===== config.mk =====
export PLATFORM = sky130hd
export DESIGN_NAME = stream_demux2
export DESIGN_NICKNAME = d
export VERILOG_FILES = /design/src/rtl/stream_demux2_pkg.sv /design/src/rtl/stream_demux2_skid_buf.sv /design/src/rtl/stream_demux2.sv
export SDC_FILE = /design/constraint.sdc
export NUM_CORES = 1
export LEC_CHECK = 0
export ABC_AREA = 1
export BUFFER_PORTS_ARGS = -buffer_cell sky130_fd_sc_hd__buf_2
export CAP_MARGIN = 0
export CORE_AREA = 5 5 42 44
export DETAILED_ROUTE_END_ITERATION = 10
export DIE_AREA = 0 0 47 49
export GPL_TIMING_DRIVEN = 1
export PLACE_DENSITY = 0.61
export RECOVER_POWER = 50
export SYNTH_ARGS = -nofsm -noshare
export SYNTH_HDL_FRONTEND = slang
export SYNTH_HIERARCHICAL = 1
export SYNTH_SLANG_ARGS = --single-unit

===== constraint.sdc =====
create_clock -name clk -period 2.2 [get_ports clk]
set_clock_uncertainty 0.05 [all_clocks]
set_input_delay 0.33 -clock clk [delete_from_list [all_inputs] [get_ports clk]]
set_output_delay 0.33 -clock clk [all_outputs]
set_load 0.01 [all_outputs]

===== src/rtl/stream_demux2_pkg.sv =====
// stream_demux2_pkg: skid buffer state encoding and depth shared by the demux blocks
package stream_demux2_pkg;
  typedef enum logic [1:0] {BUF_EMPTY = 2'd0, BUF_ONE = 2'd1, BUF_TWO = 2'd2} buf_state_t;
  localparam int BUF_DEPTH = 2;
endpackage


===== src/rtl/stream_demux2_skid_buf.sv =====
// stream_demux2_skid_buf: 2-entry FIFO skid buffer, head entry drives data
module stream_demux2_skid_buf
  import stream_demux2_pkg::*;
#(
  parameter int WIDTH = 1
) (
  input  logic             clk,
  input  logic             rst,
  input  logic             push,
  input  logic             pop,
  input  logic [WIDTH-1:0] push_data,
  output logic             full,
  output logic             valid,
  output logic [WIDTH-1:0] data
);
  buf_state_t state, state_nxt;
  logic [WIDTH-1:0] mem [BUF_DEPTH];
  always_ff @(posedge clk) begin
    if (rst) state <= BUF_EMPTY;
    else state <= state_nxt;
  end
  always_comb begin
    state_nxt = state;
    state_nxt = (push && !pop) ? (state == BUF_EMPTY ? BUF_ONE : BUF_TWO) :
                (pop && !push) ? (state == BUF_TWO ? BUF_ONE : BUF_EMPTY) : state;
  end
  always_ff @(posedge clk) begin
    if (push && (state == BUF_EMPTY || (state == BUF_ONE && pop))) mem[0] <= push_data;
    else if (pop && state == BUF_TWO) mem[0] <= mem[1];
    if (push && !pop && state == BUF_ONE) mem[1] <= push_data;
  end
  assign full  = state == BUF_TWO;
  assign valid = state != BUF_EMPTY;
  assign data  = mem[0];
endmodule


===== src/rtl/stream_demux2.sv =====
// stream_demux2: registered 1:2 stream demux (sel=1 -> out1) with per-output skid buffers; STREAM_DEMUX2_COUNT_EN adds beat counters
module stream_demux2
  import stream_demux2_pkg::*;
#(
  parameter int WIDTH     = 1,
  parameter int CNT_WIDTH = 16
) (
  input  logic             clk,
  input  logic             rst,
  input  logic             in_valid,
  output logic             in_ready,
  input  logic             in_sel,
  input  logic [WIDTH-1:0] in_data,
  output logic             out1_valid,
  input  logic             out1_ready,
  output logic [WIDTH-1:0] out1_data,
  output logic             out2_valid,
  input  logic             out2_ready,
  output logic [WIDTH-1:0] out2_data
`ifdef STREAM_DEMUX2_COUNT_EN
  ,
  output logic [CNT_WIDTH-1:0] out1_count,
  output logic [CNT_WIDTH-1:0] out2_count
`endif
);
  logic full1, full2, push1, push2, pop1, pop2;
  assign in_ready = !rst && (in_sel ? !full1 : !full2);
  assign push1    = in_valid && in_ready && in_sel;
  assign push2    = in_valid && in_ready && !in_sel;
  assign pop1     = out1_valid && out1_ready;
  assign pop2     = out2_valid && out2_ready;
  stream_demux2_skid_buf #(.WIDTH(WIDTH)) u_buf1 (
    .clk       (clk),
    .rst       (rst),
    .push      (push1),
    .pop       (pop1),
    .push_data (in_data),
    .full      (full1),
    .valid     (out1_valid),
    .data      (out1_data)
  );
  stream_demux2_skid_buf #(.WIDTH(WIDTH)) u_buf2 (
    .clk       (clk),
    .rst       (rst),
    .push      (push2),
    .pop       (pop2),
    .push_data (in_data),
    .full      (full2),
    .valid     (out2_valid),
    .data      (out2_data)
  );
`ifdef STREAM_DEMUX2_COUNT_EN
  always_ff @(posedge clk) begin
    if (rst) begin
      out1_count <= '0;
      out2_count <= '0;
    end else begin
      out1_count <= out1_count + CNT_WIDTH'(pop1);
      out2_count <= out2_count + CNT_WIDTH'(pop2);
    end
  end
`else
  logic [CNT_WIDTH-1:0] unused_cnt;
  assign unused_cnt = '0;
`endif
endmodule


* Word level (Yosys, flattened, before mapping)
Memory sizes are Yosys's and may differ from the RTL's.
Index checks and enable logic that the tools add are counted.
** Operators by class
- Divide/modulo/power cells :: 0
- Reduce and logical (&&, ||, !) cells :: 36
- Multiply operators :: 0
- Shift-type cells :: 0
- Add/subtract/negate cells :: 0
- Order comparisons :: 0
- Bitwise operators :: 2
- Muxes and demuxes :: 31
- Equality and inequality tests :: 4
** Operator list (number)
- 2-to-1 mux 1 bit :: 25
- logical AND 1 bit :: 18
- 2-to-1 mux 2 bit :: 6
- zero test 1 bit :: 8
- nonzero test 2 bit :: 4
- == test 2 x 1 -> 1 bit, second input constant :: 2
- == test 2 bit, second input constant :: 2
- zero test 2 bit :: 2
- logical OR 1 bit :: 2
- bitwise OR 1 bit :: 2
- OR reduction 1 bit :: 2
** Storage, ports and cells
- Bits in registers :: 4
- Memories :: 2
- RAM bits :: 4
- Latch bits :: 0
- Memory bits (read-only) :: 0
- Output and inout bits :: 5
- Input port bits :: 7
** Memories
- u_buf1.mem :: depth 2, width 1, read ports 2, clocked after Yosys merged registers in 0, wr ports 1, line stream_demux2_skid_buf.sv:17 : logic [WIDTH-1:0] mem [BUF_DEPTH];
- u_buf2.mem :: depth 2, width 1, read ports 2, clocked after Yosys merged registers in 0, wr ports 1, line stream_demux2_skid_buf.sv:17

* Depth between registers and ports, before layout
- Word-level depth :: 12
- Mapped depth :: 11

* Modules after synthesis
Netlist, hierarchy kept.
** By module, submodules not included
- stream_demux2_skid_buf :: sequential area each 100.1 um^2, area an instance 227.7 um^2, cells an instance 27, times used 2
- stream_demux2 :: sequential area each 0.0 um^2, area an instance 60.1 um^2, cells an instance 13, times used 1

* Worst setup path after synthesis
No wires, ideal clock.
- Path kind :: register to register
- Start point :: register u_buf1.state[0]
- End point :: memory u_buf1.mem[1][0], in the netlist u_buf1/mem[0][1], enable pin
- Buffers on the path :: 0
- Stages on the path, launching flop included :: 10
- Setup time :: 312 ps
- Required time :: 1838 ps
- Arrival :: 1155 ps
- Slack :: 683 ps
- Cell sequence :: dfxtp_1 inv_2 nand2_2 inv_2 nand2_1 nand4_2 nor2_1 ha_1 inv_1 nor3_1
** On the way
- Longest elaborated chain between the ends :: 12
- Elaborated cells between the ends (all ways) :: 28
- Classes of those cells :: eq/ne: 2; mux: 10; bitwise: 1; reduce/logical: 15
** RTL lines
- from (decl) :: line stream_demux2_skid_buf.sv:16 : buf_state_t state, state_nxt;
- from (signal assigned) :: line stream_demux2_skid_buf.sv:20 : else state <= state_nxt;
- == test 2 bit (*) :: line stream_demux2_skid_buf.sv:32 : assign full = state == BUF_TWO;
- via full1 :: line stream_demux2.sv:26 : logic full1, full2, push1, push2, pop1, pop2;
- zero test 1 bit (*) :: line stream_demux2.sv:27 : assign in_ready = !rst && (in_sel ? !full1 : !full2);
- 2-to-1 mux 1 bit (*) :: line stream_demux2.sv:27
- logical AND 1 bit (*) :: line stream_demux2.sv:27
- logical AND 1 bit (*) (2 in series) :: line stream_demux2.sv:28 : assign push1 = in_valid && in_ready && in_sel;
- via push1 :: line stream_demux2.sv:26
- logical AND 1 bit (2 in series) :: line stream_demux2_skid_buf.sv:30 : if (push && !pop && state == BUF_ONE) mem[1] <= push_data;
- 2-to-1 mux 1 bit :: line stream_demux2_skid_buf.sv:30
- 2-to-1 mux 1 bit (implied by the code) :: line stream_demux2_skid_buf.sv:30
- OR reduction 1 bit (no source line)
- 2-to-1 mux 1 bit (no source line)
- to (decl) :: line stream_demux2_skid_buf.sv:17
The timed path passes the listed nets; every way through them passes the cells marked *.

* Worst setup path in the final report
- Start point :: register u_buf1.state[0]
- End point :: memory u_buf2.mem[1][0], in the netlist u_buf2/mem[0][1], enable pin
** On the way
- Longest elaborated chain between the ends :: 12
- Elaborated cells between the ends (all ways) :: 19
- Classes of those cells :: eq/ne: 1; mux: 9; bitwise: 1; reduce/logical: 8
** RTL lines
- == test 2 bit (*) :: line stream_demux2_skid_buf.sv:32
- via full1 :: line stream_demux2.sv:26
- zero test 1 bit (*) :: line stream_demux2.sv:27
- 2-to-1 mux 1 bit (*) :: line stream_demux2.sv:27
- logical AND 1 bit (*) :: line stream_demux2.sv:27
- logical AND 1 bit (*) (2 in series) :: line stream_demux2.sv:29 : assign push2 = in_valid && in_ready && !in_sel;
- via push2 :: line stream_demux2.sv:26
- logical AND 1 bit (2 in series) :: line stream_demux2_skid_buf.sv:30
- 2-to-1 mux 1 bit :: line stream_demux2_skid_buf.sv:30
- 2-to-1 mux 1 bit (implied by the code) :: line stream_demux2_skid_buf.sv:30
- OR reduction 1 bit (no source line)
- 2-to-1 mux 1 bit (no source line)
- to (decl) :: line stream_demux2_skid_buf.sv:17
Marks and branches as above.

==> metrics <==
outcome complete, no violations; drt total wl 931 um; Critical Path Sink Type flip-flop; Final Max Tran Viols 0; via count 450; post-synth cell types 16; layout cell share with drive strength beyond 1 33.3%; # Post-CTS Setup Buffers 0; internal power 261 uW; unrepaired setup endpoints after global routing false; largest net degree at the start of global routing 7; cells after synthesis 67; CTS buffer count 3; grt ovf 0; r2r worst-path depth 9; Comb pwr share 24.6%; Slew HR 86.0%; Worst VDD drop 0.000398 V; post-synth top area cell edfxtp_1; Final min period 1.71 ns; Max Cap Viol 0; Arrival @ worst endpoint 1.60 ns; Seq cells post-synth 8; die width 47 um; Critical Path End u_buf2/mem[0][1]; Primary FF master, synth edfxtp_1; RR Endpoint u_buf2/mem[0][1]; P_sw 120 uW; Synth top area share 23.3%; Post-synth top cells nand2_1 (14), inv_1 (10), nand2_2 (9), inv_2 (6); Required @ worst endpoint 2.09 ns; total power 381 uW; CP cell instances inv_2 > nand2_2 > inv_2 > nand2_1 > nand4_2 > nor2_1 > ha_1 > inv_1 > nor3_1; Mapped Nets 76; core box area 1400 sq um; deepest clock path buffer count 2; Synth area leaders edfxtp_1 (23%), dfxtp_1 (16%), nand2_2 (11%), nand2_1 (10%), inv_1 (7.3%); crit path from u_buf1/state[0]; final worst setup slack 0.495 ns; Routability Congestion 0.708; R2R Setup Slk 0.49 ns; P_leak 0.000305 uW; H-Tree Depth 1; die height 49 um; Post-synth ARST share 0%; die area 2300 sq um; drt pass-1 iters 2; Final Hold Viols 0; PD cells 633 nW/um^2; Clock transition at path regs 0.06 ns; TritonCTS clock tree built; gr usage total 9.28%; Util after Layout 42.9%; Post-CTS Resized 0; Starting Density 36.8%; Mapped Avg Cell Area 7.69 sq um; Area Overhead vs Synth 16.7%; Clk pwr share 29.8%; Top Family by Delay on Critical Path simple AND/OR/NAND/NOR gates; Seq/Total Area, Yosys 38.8%; critical setup path kind reg -> reg; setup TNS 0 ns; FMAX 586 MHz; worst skew pair latency 0.25 ns; final cell count without fillers 97; nets 92; Crit-path slowest cell dfxtp_1; Netlist Area Pre-Place 515 sq um; Post-synth EDFFs 4; Iter 0 DRT Violations 5; root buf cell clkbuf_4; vias in the first global route 405; Startpoint Class flip-flop; Most common cell on crit path inv_2; peak fanout along the critical path 4; Sw Ratio 31.4%; drt wl/cell 9.60 um; critical path buffer and inverter count 3; io pins 12; Clock Sinks 8; initial antenna violation count 0; worst-margin pin slew 0.208 ns; HPWL after DPL 766 um; synth warn 6; number of routed nets with antenna violations 0; # DRC 0; DP Worst Slack 0.494 ns; RR Startpoint u_buf1/state[0]; Port Buffer Count 11; Rows 14; Sequential Power Share 45.6%; CTS Hold Bufs 0; worst hold path class in -> reg; crit share post-route 77.5%; # diodes 0; critical path depth 9; count leader, synth nand2_1; Via-to-Cell Ratio 4.64; placed insts 94; worst stage delay on the critical path 0.34 ns; Final Setup Violations 0; global-route wire length before repair 1.61 mm
[per-layer routing]
metal / share of wire (%) / up-vias / track usage (%) / wire, um
li1: - / 241 / - / -
met1: 50 / 199 / 14.3 / 466
met2: 43 / 8 / 12.4 / 399
met3: 6.0 / 2 / 2.21 / 56
met4: 1.1 / 0 / 2.76 / 10
met5: 0 / - / 0 / 0
[cells in the final DEF (no fill, tap or decap), drive strengths merged]
master,instances
dfxtp,4
buf,6
o211ai,2
o21bai,2
ha,2
edfxtp,4
a21oi,4
clkbuf,8
inv,16
nor3,2
nand3,4
nand4,1
nor2,3
nand2,23
[worst reg2reg max path: cells and delay by family (launching register included)]
| kind | cells | cell delay (ns) |
|---|---|---|
| flops | 1 | 0.34 |
| fa+ha+maj | 1 | 0.22 |
| simple gates | 5 | 0.62 |
| buf+inv | 3 | 0.18 |
[logic make-up (layout without fill, tap and decap cells)]
| kind of cell | after synthesis | in the layout | share of synthesized area [%] |
|---|---|---|---|
| flops | 8 | 8 | 38.8 |
| simple gates | 33 | 33 | 33.5 |
| fa+ha+maj | 2 | 2 | 4.85 |
| buf+inv | 16 | 30 | 11.7 |
| compound gates | 8 | 8 | 11.2 |
[how the worst min path moves through the flow]
stage | startpoint | to | slack, ns | cells after the start
floorplan | rst | u_buf1/state[0] | 0.34 | 1
global placement | u_buf2/state[0] | u_buf2/state[0] | 0.42 | 2
detailed placement | u_buf1/state[0] | u_buf1/state[0] | 0.42 | 2
CTS | rst | u_buf2/state[0] | 0.26 | 2
global route | rst | u_buf2/state[0] | 0.27 | 2
finish | rst | u_buf2/state[0] | 0.26 | 2
[power by group through the flow]
stage / logic (uW) / registers (uW) / clock network (uW)
5_1_grt: 108 / 174 / 128
2_1_floorplan: 70.6 / 176 / 0
3_5_place_dp: 98.4 / 177 / 0
4_1_cts: 98.9 / 173 / 119
6_report: 93.6 / 174 / 114
3_3_place_gp: 97.6 / 176 / 0
[sequential cells by signal, indices dropped and copies added (netlist names)]
register	cells
u_buf1/mem	2
u_buf1/state	2
u_buf2/state	2
u_buf2/mem	2
[final cells by class]
| type | count | area [sq um] |
|---|---|---|
| Inverter | 16 | 60.1 |
| Multi-Input combinational cell | 43 | 250 |
| Fill cell | 152 | 800 |
| Sequential cell | 8 | 200 |
| Clock buffer | 3 | 22.5 |
| Tap cell | 16 | 20.0 |
| Timing Repair Buffer | 11 | 48.8 |
[stage by stage]
step	hold slack (ns)	instance area (sq um)
after floorplan	0.342	515
after global placement	0.420	591
after detailed placement	0.424	591
after CTS	0.258	613
after global routing	0.269	602
final	0.262	602
No activity file was read; power rests on OpenSTA's default activity.
